$ cat config.mk
export PLATFORM = sky130hd
export DESIGN_NAME = extmem_arbiter_flat
export DESIGN_NICKNAME = d
export VERILOG_FILES = /design/src/rtl/extmem_arb_pkg.sv /design/src/rtl/extmem_arbiter_if.sv /design/src/rtl/rr_arbiter.sv /design/src/rtl/extmem_arbiter.sv /design/src/flat_wrapper.sv
export SDC_FILE = /design/constraint.sdc
export NUM_CORES = 1
export LEC_CHECK = 0
export ABC_AREA = 1
export BUFFER_PORTS_ARGS = -buffer_cell sky130_fd_sc_hd__buf_4
export CAP_MARGIN = 20
export CORE_AREA = 4 4 84 86
export CTS_CLUSTER_SIZE = 28
export DETAILED_ROUTE_END_ITERATION = 7
export DIE_AREA = 0 0 88 90
export PLACE_DENSITY = 0.77
export SLEW_MARGIN = 20
export SYNTH_ARGS = -nofsm -noshare
export SYNTH_HDL_FRONTEND = slang
export SYNTH_SLANG_ARGS = --single-unit
$ cat constraint.sdc
create_clock -name i_clk -period 1.9 [get_ports i_clk]
set_input_delay 0.38 -clock i_clk [delete_from_list [all_inputs] [get_ports i_clk]]
set_output_delay 0.38 -clock i_clk [all_outputs]
set_load 0.01 [all_outputs]
$ cat src/rtl/extmem_arb_pkg.sv
// extmem_arb_pkg: types and helpers shared by the external-memory arbiter
// and the buffer-port arbiters.
//   arb_state_e  : arbiter FSM states (IDLE, ARB, BURST)
//   rr_pick_t    : result of a round-robin pick (found flag + index)
//   rr_pick()    : first asserted request scanning upward from a pointer,
//                  wrapping modulo the number of live requesters
package extmem_arb_pkg;

  localparam int EXTMEM_ARB_MAX_REQ = 8;
  localparam int EXTMEM_ARB_IDX_W   = 3;

  typedef enum logic [1:0] {
    ST_IDLE  = 2'd0,
    ST_ARB   = 2'd1,
    ST_BURST = 2'd2
  } arb_state_e;

  typedef struct packed {
    logic                        found;
    logic [EXTMEM_ARB_IDX_W-1:0] idx;
  } rr_pick_t;

  // Requests above n_req are ignored; n_req is at least 2.
  function automatic rr_pick_t rr_pick(
    input logic [EXTMEM_ARB_MAX_REQ-1:0] req,
    input logic [EXTMEM_ARB_IDX_W-1:0]   ptr,
    input int unsigned                   n_req
  );
    rr_pick_t    res;
    int unsigned j;
    res = '0;
    for (int unsigned k = 0; k < EXTMEM_ARB_MAX_REQ; k++) begin
      j = (32'(ptr) + k) % n_req;
      if ((k < n_req) && req[j[2:0]] && !res.found) begin
        res.found = 1'b1;
        res.idx   = j[EXTMEM_ARB_IDX_W-1:0];
      end
    end
    return res;
  endfunction

endpackage

$ cat src/rtl/extmem_arbiter_if.sv
// extmem_arbiter_if: requester-side and memory-side signals of the
// external-memory arbiter.
//   req/we/last [N_REQ]     requester transfer request, direction, burst end
//   addr/wdata  [N_REQ][..] requester word address and write data
//   gnt/rvalid  [N_REQ]     one-hot grant and read-return strobe
//   rdata, busy, owner      returned read data, port lock, current owner
//   mem_*                   external memory strobes, addresses and data
// Modports: slave = arbiter, master = requesters plus memory model.
interface extmem_arbiter_if #(
  parameter int N_REQ  = 2,
  parameter int ADDR_W = 32,
  parameter int DATA_W = 16
);
  localparam int IDX_W = $clog2(N_REQ);

  logic [N_REQ-1:0]             req;
  logic [N_REQ-1:0]             we;
  logic [N_REQ-1:0]             last;
  logic [N_REQ-1:0][ADDR_W-1:0] addr;
  logic [N_REQ-1:0][DATA_W-1:0] wdata;
  logic [N_REQ-1:0]             gnt;
  logic [N_REQ-1:0]             rvalid;
  logic [DATA_W-1:0]            rdata;
  logic                         busy;
  logic [IDX_W-1:0]             owner;
  logic                         mem_we;
  logic                         mem_re;
  logic [ADDR_W-1:0]            mem_wr_addr;
  logic [ADDR_W-1:0]            mem_rd_addr;
  logic [DATA_W-1:0]            mem_wr_data;
  logic [DATA_W-1:0]            mem_rd_data;

  modport slave (
    input  req, we, last, addr, wdata, mem_rd_data,
    output gnt, rvalid, rdata, busy, owner,
           mem_we, mem_re, mem_wr_addr, mem_rd_addr, mem_wr_data
  );

  modport master (
    output req, we, last, addr, wdata, mem_rd_data,
    input  gnt, rvalid, rdata, busy, owner,
           mem_we, mem_re, mem_wr_addr, mem_rd_addr, mem_wr_data
  );

endinterface

$ cat src/rtl/rr_arbiter.sv
// rr_arbiter: combinational round-robin pick.
//   i_req   [N_REQ]  request vector
//   i_ptr   [IDX_W]  index with highest priority this round
//   o_idx   [IDX_W]  first asserted request at or above i_ptr (wrapping)
//   o_found          any request asserted
module rr_arbiter
  import extmem_arb_pkg::*;
#(
  parameter  int N_REQ = 2,
  localparam int IDX_W = $clog2(N_REQ)
) (
  input  logic [N_REQ-1:0] i_req,
  input  logic [IDX_W-1:0] i_ptr,
  output logic [IDX_W-1:0] o_idx,
  output logic             o_found
);

  logic [EXTMEM_ARB_MAX_REQ-1:0] w_req;
  rr_pick_t                      w_pick;

  always_comb begin
    w_req            = '0;
    w_req[N_REQ-1:0] = i_req;
    w_pick           = rr_pick(w_req, EXTMEM_ARB_IDX_W'(i_ptr), N_REQ);
    o_idx            = w_pick.idx[IDX_W-1:0];
    o_found          = w_pick.found;
  end

endmodule

$ cat src/rtl/extmem_arbiter.sv
// extmem_arbiter: shares the single external-memory port between N_REQ
// requesters. A requester owns the port for one burst; bursts are granted
// round-robin. Reads return one cycle later on rvalid of the issuing
// requester.
//   i_clk    rising-edge clock
//   i_rst_n  asynchronous active-low reset
//   bus      extmem_arbiter_if.slave (requester handshake + memory port)
module extmem_arbiter
  import extmem_arb_pkg::*;
#(
  parameter int N_REQ     = 2,
  parameter int ADDR_W    = 32,
  parameter int DATA_W    = 16,
  parameter int MAX_BURST = 64
) (
  input  logic              i_clk,
  input  logic              i_rst_n,
  extmem_arbiter_if.slave   bus
);

  localparam int               IDX_W    = $clog2(N_REQ);
  localparam int               CNT_W    = $clog2(MAX_BURST + 1);
  localparam logic [CNT_W-1:0] CNT_MAX  = CNT_W'(MAX_BURST);
  localparam logic [IDX_W-1:0] IDX_LAST = IDX_W'(N_REQ - 1);

  arb_state_e       r_state;
  arb_state_e       w_state_nxt;
  logic [IDX_W-1:0] r_owner;
  logic [IDX_W-1:0] r_rr_ptr;
  logic [IDX_W-1:0] r_tag;
  logic             r_tag_vld;
  logic [CNT_W-1:0] r_burst_cnt;

  logic [IDX_W-1:0] w_pick_idx;
  logic             w_pick_found;
  logic             w_own_req;
  logic             w_xfer;
  logic             w_wr_xfer;
  logic             w_rd_xfer;
  logic             w_hit_max;
  logic             w_release;

  rr_arbiter #(.N_REQ(N_REQ)) u_rr (
    .i_req   (bus.req),
    .i_ptr   (r_rr_ptr),
    .o_idx   (w_pick_idx),
    .o_found (w_pick_found)
  );

  always_comb begin
    w_own_req = bus.req[r_owner];
    w_xfer    = (r_state == ST_BURST) && w_own_req;
    w_wr_xfer = w_xfer && bus.we[r_owner];
    w_rd_xfer = w_xfer && !bus.we[r_owner];
    // The transfer in flight is the one that brings the count to the limit.
    w_hit_max = (r_burst_cnt == (CNT_MAX - CNT_W'(1)));
    // A dropped request releases as well; otherwise this cycle is a transfer.
    w_release = (r_state == ST_BURST) &&
                (!w_own_req || bus.last[r_owner] || w_hit_max);

    w_state_nxt = r_state;
    case (r_state)
      ST_IDLE:  if (|bus.req) w_state_nxt = ST_ARB;
      ST_ARB:   w_state_nxt = w_pick_found ? ST_BURST : ST_IDLE;
      ST_BURST: if (w_release) w_state_nxt = ST_IDLE;
      default:  w_state_nxt = ST_IDLE;
    endcase

    bus.gnt = '0;
    if (r_state == ST_BURST) bus.gnt[r_owner] = w_own_req;

    bus.mem_we      = w_wr_xfer;
    bus.mem_re      = w_rd_xfer;
    bus.mem_wr_addr = w_wr_xfer ? bus.addr[r_owner]  : '0;
    bus.mem_wr_data = w_wr_xfer ? bus.wdata[r_owner] : '0;
    bus.mem_rd_addr = w_rd_xfer ? bus.addr[r_owner]  : '0;

    // Read return is tied to the tag only, so it completes in any state.
    bus.rvalid = '0;
    if (r_tag_vld) bus.rvalid[r_tag] = 1'b1;
    bus.rdata = r_tag_vld ? bus.mem_rd_data : '0;

    bus.busy  = (r_state != ST_IDLE);
    bus.owner = r_owner;
  end

  always_ff @(posedge i_clk or negedge i_rst_n) begin
    if (!i_rst_n) begin
      r_state     <= ST_IDLE;
      r_owner     <= '0;
      r_rr_ptr    <= '0;
      r_tag       <= '0;
      r_tag_vld   <= 1'b0;
      r_burst_cnt <= '0;
    end else begin
      r_state   <= w_state_nxt;
      r_tag_vld <= w_rd_xfer;
      r_tag     <= r_owner;
      if ((r_state == ST_ARB) && w_pick_found) begin
        r_owner     <= w_pick_idx;
        r_burst_cnt <= '0;
      end else if (w_xfer && (r_burst_cnt != CNT_MAX)) begin
        r_burst_cnt <= r_burst_cnt + CNT_W'(1);
      end
      if (w_release) r_rr_ptr <= (r_owner == IDX_LAST) ? '0 : r_owner + IDX_W'(1);
    end
  end

endmodule

$ cat src/flat_wrapper.sv
// flat-port wrapper written by rule: the top's interface ports become plain ports
module extmem_arbiter_flat import extmem_arb_pkg::*;
#(
  parameter int N_REQ     = 2,
  parameter int ADDR_W    = 32,
  parameter int DATA_W    = 16,
  parameter int MAX_BURST = 64
)
  (i_clk, i_rst_n, bus_req, bus_we, bus_last, bus_addr, bus_wdata, bus_mem_rd_data, bus_gnt, bus_rvalid, bus_rdata, bus_busy, bus_owner, bus_mem_we, bus_mem_re, bus_mem_wr_addr, bus_mem_rd_addr, bus_mem_wr_data);
  extmem_arbiter_if #(.N_REQ(N_REQ), .ADDR_W(ADDR_W), .DATA_W(DATA_W)) bus_i ();
  input  logic i_clk;
  input  logic i_rst_n;
  input wire logic [$bits(bus_i.req)-1:0] bus_req;
  input wire logic [$bits(bus_i.we)-1:0] bus_we;
  input wire logic [$bits(bus_i.last)-1:0] bus_last;
  input wire logic [$bits(bus_i.addr)-1:0] bus_addr;
  input wire logic [$bits(bus_i.wdata)-1:0] bus_wdata;
  input wire logic [$bits(bus_i.mem_rd_data)-1:0] bus_mem_rd_data;
  output wire logic [$bits(bus_i.gnt)-1:0] bus_gnt;
  output wire logic [$bits(bus_i.rvalid)-1:0] bus_rvalid;
  output wire logic [$bits(bus_i.rdata)-1:0] bus_rdata;
  output wire logic [$bits(bus_i.busy)-1:0] bus_busy;
  output wire logic [$bits(bus_i.owner)-1:0] bus_owner;
  output wire logic [$bits(bus_i.mem_we)-1:0] bus_mem_we;
  output wire logic [$bits(bus_i.mem_re)-1:0] bus_mem_re;
  output wire logic [$bits(bus_i.mem_wr_addr)-1:0] bus_mem_wr_addr;
  output wire logic [$bits(bus_i.mem_rd_addr)-1:0] bus_mem_rd_addr;
  output wire logic [$bits(bus_i.mem_wr_data)-1:0] bus_mem_wr_data;
  assign bus_i.req = bus_req;
  assign bus_i.we = bus_we;
  assign bus_i.last = bus_last;
  assign bus_i.addr = bus_addr;
  assign bus_i.wdata = bus_wdata;
  assign bus_i.mem_rd_data = bus_mem_rd_data;
  assign bus_gnt = bus_i.gnt;
  assign bus_rvalid = bus_i.rvalid;
  assign bus_rdata = bus_i.rdata;
  assign bus_busy = bus_i.busy;
  assign bus_owner = bus_i.owner;
  assign bus_mem_we = bus_i.mem_we;
  assign bus_mem_re = bus_i.mem_re;
  assign bus_mem_wr_addr = bus_i.mem_wr_addr;
  assign bus_mem_rd_addr = bus_i.mem_rd_addr;
  assign bus_mem_wr_data = bus_i.mem_wr_data;
  extmem_arbiter #(.N_REQ(N_REQ), .ADDR_W(ADDR_W), .DATA_W(DATA_W), .MAX_BURST(MAX_BURST)) u_core (.i_clk(i_clk), .i_rst_n(i_rst_n), .bus(bus_i));
endmodule
==> impl_metrics.json, run 1 <==
{
  "outcome": "finished, violations left",
  "failed_checks": "setup timing",
  "p_leak_nw": 2.34,
  "fmax_mhz": 492,
  "die_h_um": 90,
  "drtPass1Iterations": 4,
  "finalCritPeriodShare_pct": 107,
  "grt_usage_pct": 21.8,
  "crit_type": "flip-flop to output pin",
  "end_kind": "output pin",
  "die_w_um": 88,
  "synthToLayoutAreaGrowth_pct": 134,
  "cts_made_buffers": 3,
  "port_buffers": 223,
  "cp_max_fo": 16,
  "fin_util_pct": 67.5,
  "nFillCells": 510,
  "power_per_cell_area_nw_per_um2": 771,
  "die_area_um2": 7920,
  "required_ns": 1.52,
  "antenna_left": 0,
  "syn_inst": 299,
  "start_kind": "flip-flop",
  "wire_per_inst_um": 17.1,
  "hold_class": "input pin to flip-flop",
  "final_nets": 654,
  "min_period_ns": 2.03,
  "root_buffer": "clkbuf_8",
  "hpwl_mm": 7.54,
  "worst_slack_ns": -0.131,
  "max-cap-violations": 0,
  "tightest_slew_ns": 0.519,
  "ctsLongestPathBuffers": 2,
  "finalPower_w": 0.00327,
  "fin_skew_ns": 0.000849,
  "r2r_end": "u_core.r_burst_cnt[3]$_DFFE_PN0P_",
  "grt_pass1_wl_mm": 14.0,
  "reg2reg_depth": 8,
  "syn_area_per_cell_um2": 6.06,
  "clk_pin_slew_ns": 0.06,
  "grt_pass1_vias": 2825,
  "antenna_found_initial": 0,
  "final-hold-violation-count": 0,
  "slew_viol_final": 0,
  "start_util_pct": 28.9,
  "vias_per_cell": 4.76,
  "h-tree-depth": 1,
  "clock_latency_ns": 0.25,
  "cts.sinks": 13,
  "tritoncts": "built",
  "synth_nets": 421,
  "place_congestion": 0.971,
  "slew_headroom_pct": 65.4,
  "overflow": 0,
  "regArea_um2": 327,
  "diodes": 0,
  "ys_ff_latch": 13,
  "vias": 2895,
  "rsz0062_at_grt": "yes",
  "arrival_ns": 1.65,
  "final_common_cell": "buf_4",
  "setup_viol": 80,
  "core_area_um2": 6280,
  "drive_gt1_share_pct": 65.0,
  "ys_seq_area_share_pct": 17.9,
  "layout_common_cells": "buf_4 (218), nand2_1 (68), nor2_2 (32)",
  "yosys_warnings": 0,
  "dr.first_iter.drc_count": 58,
  "grt_max_degree": 33,
  "routed_wl_mm": 10.4,
  "rows": 29,
  "hp-start": "bus_req[0]",
  "drc": 0,
  "netlist_area_um2": 1810,
  "holdPathEnd": "u_core.bus.owner$_DFFE_PN0P_",
  "r2r_slack_ns": 0.35,
  "multiInputGateArea_um2": 1580,
  "whs_path_depth": 2,
  "synthDistinctLibCells": 26,
  "pin_count": 224,
  "irDropWorstVdd_uv": 568,
  "rr_startpoint": "u_core.bus.owner$_DFFE_PN0P_"
}
power breakdown:
part	switching [W]	leakage (nW)	total [W]	internal, W
Clock	0.000105	0.0228	0.000253	0.000149
Combinational	0.00137	2.15	0.00258	0.00121
Sequential	0.0000812	0.170	0.000432	0.000351
worst max-delay path, cell delays in order (launching register included):
cell and delay, ns:
dfrtp_2 0.42, buf_4 0.17, buf_16 0.19, mux2i_2 0.36, nor2_1 0.10, buf_4 0.15
worst max-delay path by stage:
stage	start	to	slack (ns)
after floorplan	u_core.bus.owner$_DFFE_PN0P_	bus_mem_wr_addr[11]	0.13
final	u_core.bus.owner$_DFFE_PN0P_	bus_mem_wr_addr[0]	-0.13
after CTS	u_core.bus.owner$_DFFE_PN0P_	bus_mem_wr_data[0]	-0.09
after global placement	u_core.bus.owner$_DFFE_PN0P_	bus_mem_rd_addr[21]	0.1
after detailed placement	u_core.bus.owner$_DFFE_PN0P_	bus_mem_wr_addr[0]	0.08
after global routing	u_core.bus.owner$_DFFE_PN0P_	bus_mem_wr_data[2]	-0.20
routing by layer:
| metal | track usage (%) | share of wire, % | vias up | wire length (µm) |
|---|---|---|---|---|
| li1 | - | - | 1399 | - |
| met4 | 5.24 | 2.4 | 0 | 248 |
| met2 | 40.6 | 53 | 154 | 5480 |
| met3 | 5.48 | 10 | 23 | 1040 |
| met1 | 23.9 | 35 | 1319 | 3610 |
| met5 | 0 | 0 | - | 0 |
synth_stat cells (all sizes together):
library cell  number  share of area (%)
dfrtp             13                 18
nor3               2               0.55
nand2             74                 16
nand3             18                5.0
nor2              79                 20
a32oi              1               0.48
buf               17                5.9
or2                3                1.0
xor2               3                1.4
o21ai              3                1.0
inv               32                6.6
nand3b             1               0.41
a21oi             17                4.7
mux2i             32                 18
ha                 2                1.4
clkbuf             2               0.41
registers in the layout, summed over array words and instances, names as in the netlist:
| signal | count |
|---|---|
| u_core.bus.owner | 1 |
| u_core.r_rr_ptr | 1 |
| u_core.r_tag_vld | 1 |
| u_core.r_tag | 1 |
| u_core.r_burst_cnt | 7 |
| u_core.r_state | 2 |
final cells by class:
| type | count | share of cell area (%) |
|---|---|---|
| clock buffer | 4 | 1.06 |
| timing repair buffer | 247 | 48.7 |
| sequential | 13 | 7.71 |
| tap | 77 | 2.27 |
| inverter | 32 | 3.01 |
| multi-input combinational | 235 | 37.3 |
cells by family (layout without fill, tap and decap cells):
family          Yosys count  after routing  share of synthesized area, %
fa+ha+maj                 2              2                          1.38
compound gates           21             21                          6.21
buf+inv                  51            283                          13.0
flops                    13             13                          17.9
simple gates            177            177                          42.4
xor+xnor                  3              3                          1.45
mux                      32             32                          17.7
through the flow:
| step | hold slack, ns | cells | instance area [µm²] | setup TNS, ns | worst slack (ns) |
|---|---|---|---|---|---|
| 2_1_floorplan | 0.0844 | 299 | 1810 | 0 | 0.130 |
| 3_3_place_gp | 0.234 | 591 | 3580 | 0 | 0.0964 |
| 3_5_place_dp | 0.232 | 591 | 3580 | 0 | 0.0813 |
| 4_1_cts | 0.353 | 604 | 3800 | -4.03 | -0.0860 |
| 5_1_grt | 0.376 | 608 | 4240 | -12.11 | -0.200 |
| 6_report | 0.371 | 608 | 4240 | -7.00 | -0.131 |
what timing repair did:
action,4_1_cts,5_1_grt
resized for setup,26,92
setup endpoints to repair,80,81
pin swaps,1,2
gates cloned,1,4
hold endpoints to repair,13,0
setup buffers,7,0
hold buffers,1,0
Note: power is estimated with default switching activity, not from simulation.
==> inputs of run 2 (changes only) <==
--- a/config.mk
+++ b/config.mk
@@ -7,13 +7,13 @@
 export LEC_CHECK = 0
 export ABC_AREA = 1
 export BUFFER_PORTS_ARGS = -buffer_cell sky130_fd_sc_hd__buf_4
-export CAP_MARGIN = 20
 export CORE_AREA = 4 4 84 86
 export CTS_CLUSTER_SIZE = 28
 export DETAILED_ROUTE_END_ITERATION = 7
 export DIE_AREA = 0 0 88 90
-export PLACE_DENSITY = 0.77
+export PLACE_DENSITY = 0.72
 export SLEW_MARGIN = 20
 export SYNTH_ARGS = -nofsm -noshare
 export SYNTH_HDL_FRONTEND = slang
+export SYNTH_HIERARCHICAL = 1
 export SYNTH_SLANG_ARGS = --single-unit
==> impl_metrics.json, run 2 <==
{
  "yosysMostFrequentCell": "nand2_1",
  "required_ns": 1.52,
  "ctsLongestPathBuffers": 2,
  "r2r_slack_ns": 0.33,
  "ys_async_sr_fraction_pct": 100,
  "rows": 29,
  "irDropWorstVdd_uv": 629,
  "use_met1_pct": 23.5,
  "diodes": 0,
  "die_area_um2": 7920,
  "arrival_ns": 1.69,
  "die_h_um": 90,
  "max-cap-violations": 0,
  "dr.first_iter.drc_count": 86,
  "worst_slack_ns": -0.172,
  "finalCritPeriodShare_pct": 109,
  "synthFlopType": "dfrtp_1",
  "largest_reg_flops": 7,
  "hpwl_mm": 7.32,
  "yosys.area.top_type": "dfrtp_1",
  "grt_usage_pct": 23.0,
  "synth_top_area_share_pct": 18.2,
  "grt_pass1_wl_mm": 14.8,
  "overflow": 0,
  "tritoncts": "built",
  "antenna_found_initial": 0,
  "crit_type": "flip-flop to output pin",
  "antenna_left": 0,
  "root_buffer": "clkbuf_8",
  "routed_wl_mm": 10.6,
  "final_common_cell": "buf_4",
  "met2_usage_pct": 44.2,
  "fmax_mhz": 483,
  "synth_edf_count": 0,
  "cp_max_fo": 14,
  "syn_area_per_cell_um2": 5.81,
  "vias_per_cell": 4.87,
  "grt_max_degree": 22,
  "crit_chain": "buf_6 > o21ai_4 > inv_2 > nand2_8 > buf_12 > nor2_1 > buf_4",
  "yosys-top-cells-count": "nand2_1 (81), nor2_1 (71), inv_1 (34), mux2i_1 (32), a21oi_1 (18)",
  "cpPeakStageDelay_ns": 0.43,
  "slew_viol_final": 0,
  "ys_seq_area_share_pct": 18.2,
  "pin_count": 224,
  "drtPass1Iterations": 4,
  "regArea_um2": 327,
  "core_area_um2": 6280,
  "drc": 0,
  "place_congestion": 0.904,
  "hold_class": "input pin to flip-flop",
  "grt_pass1_vias": 3112,
  "setup_viol": 82,
  "netlist_area_um2": 1790,
  "clk_pin_slew_ns": 0.06,
  "outcome": "finished, violations left",
  "rsz0062_at_grt": "yes",
  "yosys_warnings": 6,
  "h-tree-depth": 1,
  "slowest_stage": "dfrtp_2",
  "nFillCells": 495,
  "regMostFlops": "u_core/r_burst_cnt",
  "synthToLayoutAreaGrowth_pct": 148,
  "min_period_ns": 2.07,
  "layout_common_cells": "buf_4 (205), nand2_1 (76), nor2_1 (39)",
  "syn_inst": 308,
  "ys_ff_latch": 13,
  "port_buffers": 223,
  "failed_checks": "setup timing",
  "end_kind": "output pin",
  "clock_latency_ns": 0.24,
  "synth_nets": 430,
  "top_usage_layer": "met2",
  "cts_made_buffers": 3,
  "drive_gt1_share_pct": 62.1,
  "multiInputGateArea_um2": 1640,
  "synth_area_leaders": "dfrtp_1 (18%), mux2i_1 (18%), nand2_1 (17%)",
  "die_w_um": 88,
  "vias": 3022,
  "finalNonFillerCells": 621,
  "placed_cells": 598,
  "power_per_cell_area_nw_per_um2": 760,
  "start_util_pct": 28.5,
  "hold_slack_ns": 0.416,
  "tightest_slew_ns": 0.550,
  "fin_skew_ns": 0.00189,
  "synthDistinctLibCells": 22,
  "final_nets": 667,
  "wire_per_inst_um": 17.0,
  "final-hold-violation-count": 0,
  "cts.sinks": 13,
  "start_kind": "flip-flop",
  "p_leak_nw": 2.43,
  "reg_top3": "u_core/r_burst_cnt (7), u_core/r_state (2)",
  "slew_headroom_pct": 63.3,
  "grtUsageMet3_pct": 5.85
}
-- run 2: final timing paths --
check,from,endpoint,cells past startpoint
setup / recovery,u_core/bus.owner$_DFFE_PN0P_,bus_mem_rd_addr[1],7
hold / removal,bus_req[1],u_core/r_state[0]$_DFFE_PN0P_,3
setup reg to reg,u_core/r_state[0]$_DFFE_PN0P_,u_core/r_burst_cnt[0]$_DFFE_PN0P_,8
hold reg to reg,u_core/r_rr_ptr$_DFFE_PN0P_,u_core/r_rr_ptr$_DFFE_PN0P_,2
max in group asynchronous,i_rst_n,u_core/bus.owner$_DFFE_PN0P_,2
min in group asynchronous,i_rst_n,u_core/r_state[0]$_DFFE_PN0P_,2
-- run 2: layout make-up --
class / count / share of cell area [%]
multi-input cells: 242 / 36.9
clock buffers: 4 / 1.01
inverters: 35 / 2.95
flip-flops and latches: 13 / 7.34
well taps: 77 / 2.17
repair buffers: 250 / 49.6
-- run 2: power by group --
part,total [W],switching [W],internal (W),leakage [nW]
sequential,0.000439,0.0000867,0.000352,0.171
clock,0.000246,0.0000984,0.000148,0.0228
combinational,0.00270,0.00145,0.00124,2.24
-- run 2: layer usage --
metal | vias up | wire (µm)
met5 | - | 0
met4 | 0 | 357
met3 | 29 | 1190
met2 | 182 | 5610
met1 | 1383 | 3410
li1 | 1428 | -
-- run 2: repair_timing --
action                                  CTS  global route
gates resized for setup                  78            64
endpoints found under the setup margin   81            82
endpoints found under the hold margin    13             0
gates cloned                              6             3
pin swaps                                 5             3
hold buffers                              1             0
buffers inserted                          6             3
-- run 2: through the flow --
| step | setup TNS (ns) | area, µm² | util [%] | worst slack [ns] | total power (W) |
|---|---|---|---|---|---|
| 6_report | -10.28 | 4450 | 70.8 | -0.172 | 0.00338 |
| 5_1_grt | -14.10 | 4450 | 70.8 | -0.234 | 0.00359 |
| 4_1_cts | -6.81 | 4100 | 65.3 | -0.121 | 0.00305 |
| 3_5_place_dp | 0 | 3570 | 56.8 | 0.0966 | 0.00234 |
| 3_3_place_gp | 0 | 3570 | 56.8 | 0.138 | 0.00231 |
| 2_1_floorplan | 0 | 1790 | - | 0.198 | 0.00157 |
-- run 2: worst max-delay path: cells and delay by family (launching register included) --
family / cells / cell delay (ns)
buffers and inverters: 4 / 0.57
AOI/OAI and AO/OA: 1 / 0.27
DFF: 1 / 0.43
and+or+nand+nor: 2 / 0.19
-- run 2: logic make-up after synthesis --
group	share of synthesized area [%]
buf+inv	13.7
fa+ha+maj	1.40
flops	18.2
mux	17.9
compound gates	6.36
simple gates	42.0
xor+xnor	0.489
==> inputs of run 3 (changes only) <==
--- a/config.mk
+++ b/config.mk
@@ -7,6 +7,7 @@
 export LEC_CHECK = 0
 export ABC_AREA = 1
 export BUFFER_PORTS_ARGS = -buffer_cell sky130_fd_sc_hd__buf_4
+export CAP_MARGIN = 20
 export CORE_AREA = 4 4 84 86
 export CTS_CLUSTER_SIZE = 28
 export DETAILED_ROUTE_END_ITERATION = 7
@@ -17,3 +18,4 @@
 export SYNTH_HDL_FRONTEND = slang
 export SYNTH_HIERARCHICAL = 1
 export SYNTH_SLANG_ARGS = --single-unit
+export TNS_END_PERCENT = 20
==> impl_metrics.json, run 3 (synthesis results as in run 2) <==
{
  "outcome": "finished, violations left",
  "failed_checks": "setup timing",
  "tightest_slew_ns": 0.545,
  "fin_util_pct": 65.9,
  "place_congestion": 0.904,
  "vias_per_cell": 4.73,
  "setup_viol": 82,
  "clk_pin_slew_ns": 0.06,
  "die_w_um": 88,
  "p_leak_nw": 2.40,
  "grt_max_degree": 22,
  "max-cap-violations": 0,
  "grt_usage_pct": 22.9,
  "largest_reg_flops": 7,
  "rr_startpoint": "u_core/r_state[0]$_DFFE_PN0P_",
  "diodes": 0,
  "tritoncts": "built",
  "reg_top3": "u_core/r_burst_cnt (7), u_core/r_state (2)",
  "cp-startpoint": "u_core/r_state[0]$_DFFE_PN0P_",
  "ctsLongestPathBuffers": 2,
  "h-tree-depth": 1,
  "synthToLayoutAreaGrowth_pct": 131,
  "cts.sinks": 13,
  "rows": 29,
  "crit_type": "flip-flop to output pin",
  "required_ns": 1.52,
  "finalSetupTns_ns": -7.34,
  "min_period_ns": 2.03,
  "place_area_um2": 3570,
  "clock_latency_ns": 0.24,
  "final_common_cell": "buf_4",
  "end_kind": "output pin",
  "overflow": 0,
  "hp-start": "bus_req[1]",
  "cp_num_cells": 8,
  "vias": 2923,
  "rsz0062_at_grt": "yes",
  "wire_per_inst_um": 15.8,
  "power_per_cell_area_nw_per_um2": 748,
  "placed_cells": 598,
  "cpLargestDelayFamily": "buffers and inverters",
  "dr.first_iter.drc_count": 92,
  "regMostFlops": "u_core/r_burst_cnt",
  "fmax_mhz": 493,
  "hpwl_mm": 7.32,
  "die_h_um": 90,
  "slew_viol_final": 0,
  "final-hold-violation-count": 0,
  "irDropWorstVdd_uv": 600,
  "cp_num_buf_inv": 4,
  "die_area_um2": 7920,
  "slew_headroom_pct": 63.7,
  "root_buffer": "clkbuf_8",
  "finalNonFillerCells": 618,
  "worst_slack_ns": -0.130,
  "antenna_left": 0,
  "fin_skew_ns": 0.00194,
  "core_area_um2": 6280,
  "hold_class": "input pin to flip-flop",
  "drive_gt1_share_pct": 58.2,
  "stdcell_area_um2": 4140,
  "grt_pass1_vias": 3097,
  "slowest_stage": "dfrtp_1",
  "cp_max_fo": 7,
  "port_buffers": 223,
  "layout_common_cells": "buf_4 (226), nand2_1 (76), nor2_1 (48)",
  "grt_pass1_wl_mm": 14.7,
  "start_kind": "flip-flop",
  "final_nets": 664,
  "reg2reg_depth": 8,
  "drc": 0,
  "whs_path_depth": 3,
  "pin_count": 224,
  "cpPeakStageDelay_ns": 0.38,
  "arrival_ns": 1.65,
  "start_util_pct": 28.5,
  "antenna_found_initial": 0,
  "cts_made_buffers": 3,
  "drtPass1Iterations": 4,
  "finalCritPeriodShare_pct": 107,
  "routed_wl_mm": 9.77,
  "hold_slack_ns": 0.417,
  "crit_chain": "inv_1 > nand2_2 > a21oi_2 > buf_4 > nand2_8 > buf_16 > a21oi_4 > buf_6"
}
==> run 3: per-stage QoR <==
step	total power, W	setup WS [ns]
after floorplan	0.00157	0.198
after global placement	0.00231	0.138
after detailed placement	0.00234	0.0966
after CTS	0.00297	-0.121
after global routing	0.00330	-0.213
final	0.00309	-0.130
==> run 3: worst paths after layout <==
path | endpoint | slack [ns]
worst max register to register | u_core/r_burst_cnt[0]$_DFFE_PN0P_ | 0.32
max in group asynchronous | u_core/bus.owner$_DFFE_PN0P_ | 1.21
min in group asynchronous | u_core/r_state[0]$_DFFE_PN0P_ | 0.51
worst max-delay path | bus_mem_wr_data[10] | -0.13
worst min register to register | u_core/r_rr_ptr$_DFFE_PN0P_ | 0.49
worst min-delay path | u_core/r_state[0]$_DFFE_PN0P_ | 0.42
==> run 3: worst min-delay path: stages <==
cell	delay, ns
buf_4	0.09
nor2_1	0.04
nor2_1	0.10
==> run 3: power breakdown <==
group | switching, W | internal [W]
Sequential | 0.0000845 | 0.000352
Clock | 0.0000981 | 0.000148
Combinational | 0.00130 | 0.00111
==> run 3: per-layer routing <==
metal	vias to the layer above	track usage (%)	part of all wire (%)
li1	1422	-	-
met1	1320	23.9	33
met2	165	43.5	53
met3	16	5.94	11
met4	0	6.39	2.0
met5	-	0	0
==> run 3: timing repair <==
action,CTS,global route
hold endpoints to repair,13,0
hold buffers,1,0
buffers inserted,6,3
gates cloned,6,0
endpoints found under the setup margin,81,82
pin swaps,5,3
gates resized for setup,60,21
==> run 3: final cells by class <==
type / instances / area (µm²)
timing repair buffer: 248 / 2080
multi-input combinational: 241 / 1460
inverter: 35 / 131
fill: 547 / 2140
clock buffer: 4 / 45.0
tap: 77 / 96.3
sequential: 13 / 327
